===== src/rtl/filtrado_tres_bandas_pkg.sv =====
// Shared constants, default coefficients, FSM states and fixed-point helpers
// for the three-band filter.
package filtrado_tres_bandas_pkg;

  localparam int unsigned W     = 25;  // sample/coefficient width
  localparam int unsigned FRAC  = 12;  // Q12.12
  localparam int unsigned ACC_W = 53;  // accumulator width

  localparam logic signed [ACC_W-1:0] SAT_MAX = 53'sd16777215;
  localparam logic signed [ACC_W-1:0] SAT_MIN = -53'sd16777216;

  // Low band, fc = fs/20
  localparam logic signed [W-1:0] B_B0_DEF = 25'sd82;
  localparam logic signed [W-1:0] B_B1_DEF = 25'sd164;
  localparam logic signed [W-1:0] B_B2_DEF = 25'sd82;
  localparam logic signed [W-1:0] B_A1_DEF = -25'sd6394;
  localparam logic signed [W-1:0] B_A2_DEF = 25'sd2627;
  // Mid band, f0 = fs/8
  localparam logic signed [W-1:0] M_B0_DEF = 25'sd1070;
  localparam logic signed [W-1:0] M_B1_DEF = 25'sd0;
  localparam logic signed [W-1:0] M_B2_DEF = -25'sd1070;
  localparam logic signed [W-1:0] M_A1_DEF = -25'sd4280;
  localparam logic signed [W-1:0] M_A2_DEF = 25'sd1956;
  // High band, fc = fs/4
  localparam logic signed [W-1:0] A_B0_DEF = 25'sd1200;
  localparam logic signed [W-1:0] A_B1_DEF = -25'sd2400;
  localparam logic signed [W-1:0] A_B2_DEF = 25'sd1200;
  localparam logic signed [W-1:0] A_A1_DEF = 25'sd0;
  localparam logic signed [W-1:0] A_A2_DEF = 25'sd703;

  // Index of the last MAC term (a2*y2)
  localparam logic [2:0] LAST_STEP = 3'd4;

  typedef enum logic [1:0] {StIdle, StMac, StUpd, StOut} state_e;

  function automatic logic signed [ACC_W-1:0] sext(input logic signed [W-1:0] v);
    return {{(ACC_W-W){v[W-1]}}, v};
  endfunction

  function automatic logic signed [W-1:0] sat(input logic signed [ACC_W-1:0] v);
    if (v > SAT_MAX) return SAT_MAX[W-1:0];
    if (v < SAT_MIN) return SAT_MIN[W-1:0];
    return v[W-1:0];
  endfunction

endpackage


===== src/rtl/filtrado_tres_bandas_biquad_mac.sv =====
// One biquad band: histories, a single multiplier and accumulator stepped one
// term per cycle by the shared step counter, and output saturation.
module filtrado_tres_bandas_biquad_mac
  import filtrado_tres_bandas_pkg::*;
#(
  parameter logic signed [W-1:0] B0 = 25'sd0,
  parameter logic signed [W-1:0] B1 = 25'sd0,
  parameter logic signed [W-1:0] B2 = 25'sd0,
  parameter logic signed [W-1:0] A1 = 25'sd0,
  parameter logic signed [W-1:0] A2 = 25'sd0
) (
  input  logic                clk_i,
  input  logic                rst_ni,
  input  logic                clr_i,   // new sample captured
  input  logic                mac_i,   // accumulate term step_i
  input  logic                upd_i,   // commit result, shift histories
  input  logic [2:0]          step_i,
  input  logic signed [W-1:0] x0_i,
  output logic signed [W-1:0] yb_o
);

  logic signed [W-1:0]       x1_q, x2_q, y1_q, y2_q;
  logic signed [ACC_W-1:0]   acc_q, acc_d;
  logic signed [W-1:0]       coef, opnd;
  logic                      sub;
  logic signed [2*W-1:0]     prod;
  logic signed [ACC_W-1:0]   prod_ext;
  logic signed [ACC_W-1:0]   res;

  // Select coefficient/operand for the current term; feedback terms subtract
  always_comb begin
    coef = '0;
    opnd = '0;
    sub  = 1'b0;
    unique case (step_i)
      3'd0: begin coef = B0; opnd = x0_i; end
      3'd1: begin coef = B1; opnd = x1_q; end
      3'd2: begin coef = B2; opnd = x2_q; end
      3'd3: begin coef = A1; opnd = y1_q; sub = 1'b1; end
      3'd4: begin coef = A2; opnd = y2_q; sub = 1'b1; end
      default: ;
    endcase
  end

  assign prod     = coef * opnd;
  assign prod_ext = {{(ACC_W-2*W){prod[2*W-1]}}, prod};
  assign res      = acc_q >>> FRAC;
  assign yb_o     = y1_q;

  // Accumulator next state
  always_comb begin
    acc_d = acc_q;
    if (clr_i) begin
      acc_d = '0;
    end else if (mac_i) begin
      acc_d = sub ? (acc_q - prod_ext) : (acc_q + prod_ext);
    end
  end

  // Accumulator and history registers
  always_ff @(posedge clk_i or negedge rst_ni) begin
    if (!rst_ni) begin
      acc_q <= '0;
      x1_q  <= '0;
      x2_q  <= '0;
      y1_q  <= '0;
      y2_q  <= '0;
    end else begin
      acc_q <= acc_d;
      if (upd_i) begin
        x2_q <= x1_q;
        x1_q <= x0_i;
        y2_q <= y1_q;
        y1_q <= sat(res);
      end
    end
  end

endmodule


===== src/rtl/filtrado_tres_bandas.sv =====
// Three-band IIR filter: captures a sample on rx, runs three biquads in
// parallel over five MAC cycles, then registers the switch-selected sum.
module filtrado_tres_bandas
  import filtrado_tres_bandas_pkg::*;
#(
  parameter logic signed [W-1:0] B_B0 = B_B0_DEF,
  parameter logic signed [W-1:0] B_B1 = B_B1_DEF,
  parameter logic signed [W-1:0] B_B2 = B_B2_DEF,
  parameter logic signed [W-1:0] B_A1 = B_A1_DEF,
  parameter logic signed [W-1:0] B_A2 = B_A2_DEF,
  parameter logic signed [W-1:0] M_B0 = M_B0_DEF,
  parameter logic signed [W-1:0] M_B1 = M_B1_DEF,
  parameter logic signed [W-1:0] M_B2 = M_B2_DEF,
  parameter logic signed [W-1:0] M_A1 = M_A1_DEF,
  parameter logic signed [W-1:0] M_A2 = M_A2_DEF,
  parameter logic signed [W-1:0] A_B0 = A_B0_DEF,
  parameter logic signed [W-1:0] A_B1 = A_B1_DEF,
  parameter logic signed [W-1:0] A_B2 = A_B2_DEF,
  parameter logic signed [W-1:0] A_A1 = A_A1_DEF,
  parameter logic signed [W-1:0] A_A2 = A_A2_DEF
) (
  input  logic                clk,
  input  logic                rst,
  input  logic                rx,
  input  logic signed [W-1:0] u,
  input  logic                sw_B,
  input  logic                sw_M,
  input  logic                sw_A,
  output logic signed [W-1:0] y
);

  state_e                  state_q;
  logic [2:0]              step_q;
  logic signed [W-1:0]     x0_q, y_q;
  logic                    clr, mac, upd;
  logic signed [W-1:0]     yb_b, yb_m, yb_a;
  logic signed [ACC_W-1:0] sum;

  assign clr = (state_q == StIdle) && rx;
  assign mac = (state_q == StMac);
  assign upd = (state_q == StUpd);
  assign y   = y_q;

  filtrado_tres_bandas_biquad_mac #(
    .B0(B_B0), .B1(B_B1), .B2(B_B2), .A1(B_A1), .A2(B_A2)
  ) u_band_b (
    .clk_i(clk), .rst_ni(rst), .clr_i(clr), .mac_i(mac), .upd_i(upd),
    .step_i(step_q), .x0_i(x0_q), .yb_o(yb_b)
  );

  filtrado_tres_bandas_biquad_mac #(
    .B0(M_B0), .B1(M_B1), .B2(M_B2), .A1(M_A1), .A2(M_A2)
  ) u_band_m (
    .clk_i(clk), .rst_ni(rst), .clr_i(clr), .mac_i(mac), .upd_i(upd),
    .step_i(step_q), .x0_i(x0_q), .yb_o(yb_m)
  );

  filtrado_tres_bandas_biquad_mac #(
    .B0(A_B0), .B1(A_B1), .B2(A_B2), .A1(A_A1), .A2(A_A2)
  ) u_band_a (
    .clk_i(clk), .rst_ni(rst), .clr_i(clr), .mac_i(mac), .upd_i(upd),
    .step_i(step_q), .x0_i(x0_q), .yb_o(yb_a)
  );

  // Switch-masked sum of band outputs, wide enough that it cannot wrap
  always_comb begin
    sum = '0;
    if (sw_B) sum = sum + sext(yb_b);
    if (sw_M) sum = sum + sext(yb_m);
    if (sw_A) sum = sum + sext(yb_a);
  end

  // Sequencer: capture, five MAC steps, band update, output register
  always_ff @(posedge clk or negedge rst) begin
    if (!rst) begin
      state_q <= StIdle;
      step_q  <= '0;
      x0_q    <= '0;
      y_q     <= '0;
    end else begin
      unique case (state_q)
        StIdle: begin
          step_q <= '0;
          if (rx) begin
            x0_q    <= u;
            state_q <= StMac;
          end
        end
        StMac: begin
          step_q <= step_q + 3'd1;
          if (step_q == LAST_STEP) state_q <= StUpd;
        end
        StUpd: state_q <= StOut;
        StOut: begin
          y_q     <= sat(sum);
          state_q <= StIdle;
        end
        default: state_q <= StIdle;
      endcase
    end
  end

endmodule


===== config.mk =====
export PLATFORM = sky130hd
export DESIGN_NAME = filtrado_tres_bandas
export DESIGN_NICKNAME = d
export VERILOG_FILES = /design/src/rtl/filtrado_tres_bandas_pkg.sv /design/src/rtl/filtrado_tres_bandas_biquad_mac.sv /design/src/rtl/filtrado_tres_bandas.sv
export SDC_FILE = /design/constraint.sdc
export NUM_CORES = 2
export LEC_CHECK = 0
export CAP_MARGIN = 0
export CORE_UTILIZATION = 55
export DETAILED_ROUTE_END_ITERATION = 10
export HOLD_SLACK_MARGIN = 0.15
export PLACE_DENSITY = 0.76
export SETUP_SLACK_MARGIN = 0.15
export SLEW_MARGIN = 15
export SYNTH_ARGS = -nofsm -noshare
export SYNTH_HDL_FRONTEND = slang
export SYNTH_SLANG_ARGS = --single-unit

===== constraint.sdc =====
create_clock -name clk -period 30.9 [get_ports clk]
set_clock_uncertainty 0.2 [all_clocks]
set_input_delay 6.18 -clock clk [delete_from_list [all_inputs] [get_ports clk]]
set_output_delay 6.18 -clock clk [all_outputs]
set_load 0.005 [all_outputs]

==> run metrics <==
Worst Tran Pin Value=between 1 and 1.5 ns; XOR/XNOR Fraction of Synth Area=approximately 4.8%; Most used DFF post-synth=dfrtp_1; gr usage total=between 30% and 40%; top cells by area, synth=fa_1 (29%), dfrtp_1 (13%), ha_1 (12%); IO Pins=56; Final TNS setup=0 ns; Post-synth EDFFs=0; TritonCTS sink count=roughly 410; CTS HTree Levels=2; Crit Path Max Fanout=25; Clock Path Buffers=3; post-DR wirelength/cell=between 20 and 25 um; Die Height=376 um; Routed WL=220 mm; Initial Utilization=between 50 and 60%; post-synthesis compound-gate area fraction=~15%; Worst EP required=roughly 31 ns; Cells after Synth=between 8,000 and 9,000; CP arrival=approximately 15 ns; Startpoint Class=input pin; initial antenna violation count=2; largest net degree at the start of global routing=90; Final setup violation count=0; Site Rows=approximately 140; 1st-iter DRT viols=~5,400; CTS tree=done; hold crit path type=reg2reg; number of setup buffers added after CTS=0; Detail Placement HPWL=~180 mm; Min Clock Period, post-route=about 15 ns; worst rel slew slack=19.1%; latest clock arrival within the worst-skew pair=slightly below 0.7 ns; Layout Nets=between 10,000 and 15,000; Worst-path clk slew=approximately 0.06 ns; syn nets=roughly 11,000; CP endpoint kind=flip-flop; Tcrit/Tclk final=around 47%; post-synthesis sequential area ratio=13.5%; drt pass-1 iters=6; Yosys warnings=0; post-synth top area share=between 20 and 30%; vias in the first global route=roughly 63,000; commonest cells after routing, fill and taps aside=inv_1 (1,613), fa_1 (1,116), nor2_1 (811), nand2_1 (734), ha_1 (724); global route overflow=0; total die area=around 140,000 um^2; # resized after CTS=0; DRC=0; DRT antenna net count=0; Vias=between 60,000 and 70,000; area growth from synthesis to layout=5.56%; max cap viols=0; post-synthesis cell type count=114; CTS root buf=clkbuf_16; WS Path Type=in2reg; gpl congestion=slightly below 1; vias per std cell=about 6; Cell Area, Synth=between 70,000 and 80,000 um^2; largest family of logic cells by synthesized area=adder cells; fmax=just under 70 MHz; Core Area=138,000 um^2; IO Port Bufs=55; post-synthesis adder-cell area fraction=between 40% and 50%; most common cell after layout, fill and taps aside=inv_1; FFs w/ async S/R, synth=between 90% and 100%; outcome=finished, final reports clean; Die X-Extent=roughly 380 um; Synth Area in Simple Gates=a little over an eighth; leading area contributor after synthesis=fa_1; Hold-fix buffers, CTS=0; first-pass GRT wire length=356 mm; number of buffers created by CTS=~50; Final Hold Fails=0; syn avg cell area=between 8 and 9 um^2; FILL cells=12,058; unrepaired setup endpoints after global routing=false; share of layout cells above drive strength 1=between 5 and 6%; multiplexer area fraction after synthesis=3.69%; Final Slew Violations=0; number of synthesized register bits=around 410
==> state kept, by name (all words and copies together), names as in the netlist <==
name / flops
x0_q: 25
u_band_b.x2_q: 25
state_q: 2
u_band_a.y2_q: 25
u_band_a.acc_q: 53
y: 25
u_band_m.yb_o: 25
u_band_a.yb_o: 25
u_band_b.x1_q: 25
u_band_m.acc_q: 52
step_q: 3
u_band_b.y2_q: 25
u_band_b.acc_q: 53
u_band_b.yb_o: 25
u_band_m.y2_q: 25
==> final timing paths <==
check / start / endpoint / slack [ns] / cells past startpoint
setup / recovery: sw_B / y[8] / 16.37 / 27
hold / removal: u_band_m.y2_q[22] / u_band_m.y2_q[22] / 0.31 / 1
setup reg to reg: step_q[1] / u_band_b.acc_q[49] / 16.49 / 42
hold reg to reg: u_band_m.y2_q[22] / u_band_m.y2_q[22] / 0.31 / 1
max in group asynchronous: rst / y[16] / 23.01 / 3
min in group asynchronous: rst / u_band_m.acc_q[40] / 5.28 / 1
==> cell families after synthesis <==
| group | count (synthesis) |
|---|---|
| xor+xnor | 425 |
| compound gates | 1684 |
| mux | 265 |
| other cells | 1 |
| fa+ha+maj | 1843 |
| simple gates | 2225 |
| buf+inv | 1908 |
| flops | 413 |
==> critical path, stage by stage <==
cell,delay [ns]
clkdlybuf4s50_1,1.17
nand2_1,0.18
inv_1,0.15
ha_1,0.24
a21oi_1,0.18
nor2_1,0.09
a2111o_1,0.33
a21oi_1,0.23
o21ai_0,0.20
a311oi_1,0.45
o21ai_0,0.16
xor2_1,0.16
mux2_2,0.30
ha_1,0.41
nand2_1,0.08
o21bai_1,0.33
nor2_1,0.16
o21a_1,0.23
a2111oi_0,0.98
a21oi_1,0.25
o21ai_0,0.29
mux2i_1,0.28
a41oi_1,0.14
a2111oi_0,0.42
a41o_1,0.88
o211ai_1,0.21
a21oi_1,0.20
==> final cells by class <==
cell class | count | area [um^2] | share of cell area [%]
Clock inverter | 22 | 329 | 0.406
Tap cell | 1863 | 2330 | 2.88
Clock buffer | 70 | 1480 | 1.82
Inverter | 1615 | 6060 | 7.48
Sequential cell | 413 | 10300 | 12.7
Multi-Input combinational cell | 6443 | 59400 | 73.3
Timing Repair Buffer | 134 | 1140 | 1.40
Antenna cell | 3 | 7.51 | 0.00926
==> metrics by stage <==
| step | hold slack [ns] | util, % | cells | instance area, um^2 | setup slack [ns] |
|---|---|---|---|---|---|
| final | 0.308 | 58.7 | 10563 | 81100 | 16.37 |
| after global routing | 0.326 | 58.7 | 10560 | 81100 | 15.49 |
| after CTS | 0.310 | 58.7 | 10559 | 81100 | 16.43 |
| after detailed placement | 0.294 | 57.4 | 10467 | 79200 | 15.74 |
| after global placement | 0.286 | 57.4 | 10466 | 79200 | 15.76 |
| after floorplan | 0.263 | - | 8764 | 76800 | 18.41 |
==> per-layer routing <==
layer	vias to the layer above	routed length, um	track usage [%]	part of all wire (%)
met1	30688	92600	44.2	42
met3	435	18700	6.69	8.5
li1	28527	-	-	-
met2	2277	98400	49.3	45
met5	-	13	0	0.0059
met4	2	10600	12.5	4.8
==> synthesized netlist by cell type, types with 169 or more instances <==
library cell,n
clkbuf_1,248
a21o_1,204
nand2_1,736
ha_1,727
dfrtp_1,413
a21oi_1,513
nor2_1,819
xnor2_1,256
fa_1,1116
xor2_1,169
inv_1,1614
o21ai_0,274
Power is not shown: default switching activity piles up to over one toggle a cycle in this logic, so the estimate is an artifact.
